**src/rtl/demux_1to4_reg.sv**
```systemverilog
// demux_1to4_reg: routes one W-bit word to one of four registered valid/ready channels
// and keeps a saturating delivery counter per channel.
module demux_1to4_reg #(
    parameter int W  = 2,
    parameter int CW = 8
) (
    input  logic            clk,
    input  logic            rst,
    input  logic [W-1:0]    in_data,
    input  logic            s0,
    input  logic            s1,
    input  logic            in_valid,
    output logic            in_ready,
    output logic [4*W-1:0]  out_data,
    output logic [3:0]      out_valid,
    input  logic [3:0]      out_ready,
    input  logic            cnt_clr,
    output logic [4*CW-1:0] cnt,
    output logic            busy
);
    logic [1:0]    sel;
    logic [3:0]    full;
    logic [3:0]    drain;
    logic          acc;
    logic [W-1:0]  data [4];
    logic [CW-1:0] count [4];

    assign sel       = {s0, s1};
    assign in_ready  = !full[sel] || out_ready[sel];
    assign acc       = in_valid && in_ready;
    assign drain     = full & out_ready;
    assign out_valid = full;
    assign busy      = |full;

    for (genvar k = 0; k < 4; k++) begin : g_ch
        // a load on the same edge as a drain keeps the slot full
        always_ff @(posedge clk or posedge rst) begin
            if (rst) begin
                full[k] <= 1'b0;
                data[k] <= '0;
            end else if (acc && sel == 2'(k)) begin
                full[k] <= 1'b1;
                data[k] <= in_data;
            end else if (drain[k]) begin
                full[k] <= 1'b0;
            end
        end
        always_ff @(posedge clk or posedge rst) begin
            if (rst)
                count[k] <= '0;
            else if (cnt_clr)
                count[k] <= '0;
            else if (drain[k] && count[k] != '1)
                count[k] <= count[k] + 1'b1;
        end
        assign out_data[k*W +: W] = data[k];
        assign cnt[k*CW +: CW]    = count[k];
    end
endmodule

```
**config.mk**
```make
export PLATFORM = sky130hd
export DESIGN_NAME = demux_1to4_reg
export DESIGN_NICKNAME = d
export VERILOG_FILES = /design/src/rtl/demux_1to4_reg.sv
export SDC_FILE = /design/constraint.sdc
export NUM_CORES = 1
export LEC_CHECK = 0
export BUFFER_PORTS_ARGS = -buffer_cell sky130_fd_sc_hd__buf_2
export CORE_UTILIZATION = 47
export DETAILED_ROUTE_END_ITERATION = 8
export GPL_TIMING_DRIVEN = 0
export PLACE_DENSITY = 0.81
export SYNTH_ARGS = -nofsm -noshare
export SYNTH_HDL_FRONTEND = slang
export SYNTH_SLANG_ARGS = --single-unit
```
**constraint.sdc**
```tcl
create_clock -name clk -period 1.7 [get_ports clk]
set_input_delay 0.255 -clock clk [delete_from_list [all_inputs] [get_ports clk]]
set_output_delay 0.255 -clock clk [all_outputs]
set_load 0.05 [all_outputs]
```
==> results.md <==
* Starting Density at 49.46%
* Total grt overflow at 0
* CTS root buffer: clkbuf_8
* Sink Count at 44
* DIE HEIGHT at 70.16 um
* CP Launch Type: register
* Cell Count, Final, Fillers Out at 343
* Register area share after synthesis at 50.43%
* Headroom to the max-slew limit at 60.80%
* Switching share of power at 29.95%
* Nets at 306
* Final period util at 99.28%
* Total CTS buffers at 5
* Die Wd at 70.16 um
* Slew @ Worst Pin at 587.9 ps
* Max Transition Viols Final at 0
* Power, Total at 2.523 mW
* Adder-cell share of the synthesized area at 2.292%
* Setup Crit Path Kind: reg2out
* Final hold violations at 0
* I/O pins at 58
* Post-route ant nets at 0
* Reg power frac at 45.3%
* Clk pwr share at 35.1%
* Synthesized area at 2183 um2
* Leakage at 1.321 nW
* Pre-CTS setup slack at 42.26 ps
* RSZ-0062 raised after global routing: true
* Cells along the critical path: or4_4 -> buf_6
* Synth cell types at 37
* Worst setup EP type: primary output
* Post-Syn Nets at 233
* Final-layout fill cell count at 366
* CTS tree: done
* Half-perimeter wire length after placement at 3.465 mm
* Internal power component at 1.768 mW
* Core area at 4414 um2
* Share of post-route cells with drive strength above 1 at 37.46%
* Outcome: finished clean
* H-tree depth at 2
* Max Fanout on Critical Path at 3
* CP max stage cell: or4_4
* Max VDD drop at 746.4 uV
* Final setup violation count at 0
* R2r worst-path depth at 5
* IO Port Bufs at 56
* PD cells at 893.5 nW/um2
* Vias in the first global route at 1828
* Worst min-delay path class: in2reg
* Final GP Congestion at 0.7925
* First-pass GRT wire length at 8.342 mm
* Largest net degree at the start of global routing at 37
* Row count at 24
* Main combinational cell family by area after synthesis: simple AND/OR/NAND/NOR gates
* Synth Area in Simple Gates at 20.52%
* Post-Synth XOR/XNOR Area at 3.209%
* Vias at 1974
* Util after Layout at 63.97%
* Max stage delay on crit path at 540 ps
* Worst hold stages at 2
* Worst Path Arrival at 1430 ps
* Max_cap viols at 0
* YS warnings at 0
* Vias per cell at 5.755
* Clk slew on worst S/H paths at 80 ps
* Synth-to-Final Area Change at 29.34%
* Worst Path Required at 1440 ps
* Post-synthesis register bit count at 44
* Drt total wl at 5.145 mm
* # DRC at 0
* Combinational share of power at 19.6%
* Synth Area per Inst at 10.06 um2
* DR iter-0 viols at 152
* Antenna diodes at 0
* Die ar. at 4922 um2
* Initial antenna violation count at 0
* First drt pass iteration count at 4
* Dpl cells at 326
* NetSw at 755.6 uW
* Final worst setup slack at 12.27 ps
* Clk buf depth at 2
* Multiplexer share of the synthesized area at 6.418%
* Mapped Cells at 217
* Minimum period implied by the final worst setup slack at 1688 ps
* Overall routing resource usage at 21.56%
* Clock skew at 12.31 ps
* Later-pin clock latency in the skew report at 310 ps
* WL/cell at 15.00 um
* Max Freq at 0.5925 GHz
* Synth Area in Compound Gates at 14.04%
worst paths after layout:
path                               from            to  slack [ps]
min in group asynchronous           rst        cnt[3]         410
hold / removal             out_ready[1]  out_valid[1]         200
max in group asynchronous           rst       cnt[25]         820
setup / recovery           out_valid[1]          busy          10
hold reg to reg             out_data[2]   out_data[2]         510
setup reg to reg                cnt[17]       cnt[19]          40
cell usage after synthesis:
master | number | share of area, %
dfrtp_1 | 44 | 50
a21oi_1 | 17 | 3.9
o21ai_0 | 17 | 3.9
nand2_1 | 16 | 2.8
nor2_1 | 15 | 2.6
nand3_1 | 11 | 2.5
or3_1 | 11 | 3.2
inv_1 | 8 | 1.4
mux2_2 | 8 | 4.1
and4_1 | 5 | 2.0
mux2i_1 | 5 | 2.3
nand4_1 | 5 | 1.4
or4_1 | 5 | 1.7
xor2_1 | 5 | 2.0
and3_1 | 4 | 1.1
clkbuf_1 | 4 | 0.69
ha_1 | 4 | 2.3
o31ai_1 | 4 | 1.4
nor2b_1 | 3 | 0.86
xnor2_1 | 3 | 1.2
a21o_1 | 2 | 0.69
a41o_1 | 2 | 0.92
buf_6 | 2 | 1.0
nor3_1 | 2 | 0.46
nor4_1 | 2 | 0.57
o211ai_1 | 2 | 0.69
a2111oi_0 | 1 | 0.40
a211oi_1 | 1 | 0.34
a31oi_1 | 1 | 0.29
nand2b_1 | 1 | 0.29
nand3b_1 | 1 | 0.34
nor3b_1 | 1 | 0.34
o2111ai_1 | 1 | 0.40
o21bai_1 | 1 | 0.34
o311ai_0 | 1 | 0.40
o41ai_1 | 1 | 0.40
or3_2 | 1 | 0.34
flip-flops by register name (all words and copies together) (netlist names):
name,cells
out_valid,4
cnt,32
out_data,8
area by class of cell:
| cell class | count | area [um2] | share of cell area (%) |
|---|---|---|---|
| flip-flops and latches | 44 | 1120 | 39.65 |
| multi-input cells | 159 | 1062 | 37.62 |
| repair buffers | 66 | 382.9 | 13.56 |
| clock buffers | 7 | 96.34 | 3.412 |
| well taps | 52 | 65.06 | 2.304 |
| plain buffers | 6 | 37.54 | 1.329 |
| clock inverters | 1 | 30.03 | 1.063 |
| inverters | 8 | 30.03 | 1.063 |
critical path: cells and delay by family (launching register included):
family,cells,cell delay (ps)
flip-flops,1,430
AND/OR/NAND/NOR,1,540
buffers and inverters,1,170
per-layer routing:
| metal | vias up | GRT usage (%) | wire length, um |
|---|---|---|---|
| met5 | - | 0 | 0 |
| met4 | 0 | 6.444 | 72 |
| met3 | 9 | 6.061 | 268 |
| met2 | 57 | 34.08 | 2504 |
| met1 | 957 | 28.94 | 2299 |
| li1 | 951 | - | - |
through the flow:
stage / hold WS, ps / TNS (ps) / cell area (um2)
after floorplan: 351.3 / 0 / 2211
after global routing: 208.3 / -82.82 / 2824
after detailed placement: 188.4 / 0 / 2576
after CTS: 185.7 / -3.471 / 2748
final: 199.9 / 0 / 2824
after global placement: 488.5 / -8512 / 2556
logic make-up after synthesis:
family / count (synthesis)
xor+xnor: 8
mux: 13
compound gates: 51
fa+ha+maj: 4
simple gates: 83
flops: 44
buf+inv: 14
power by group through the flow:
stage	Sequential (mW)	Combinational (mW)	Clock [mW]
6_report	1.14	0.496	0.886
3_3_place_gp	1.16	0.446	0
5_1_grt	1.15	0.523	0.946
2_1_floorplan	1.36	0.140	0
3_5_place_dp	1.16	0.458	0
4_1_cts	1.14	0.479	0.902
cells in the final DEF, fill, tap and decap left out, types with 4 or more instances in the layout:
cell,n
buf_6,4
dfrtp_1,29
o21ai_0,16
nand2_1,16
clkbuf_1,4
buf_4,8
xor2_1,5
a21oi_1,14
nand4_1,5
nor2_1,15
or3_1,11
buf_2,54
mux2_2,8
mux2i_1,5
o31ai_1,4
clkbuf_8,7
or4_1,4
and3_1,4
inv_1,7
and4_1,5
dfrtp_2,15
nand3_1,11
timing repair:
item | 4_1_cts | 5_1_grt
gates resized for setup | 6 | 8
setup buffers | 3 | 5
endpoints found under the setup margin | 2 | 9
pin swaps | 1 | 3
hold endpoints to repair | 8 | 0
hold buffers | 1 | 0
Power figures use the tool's default switching activity.
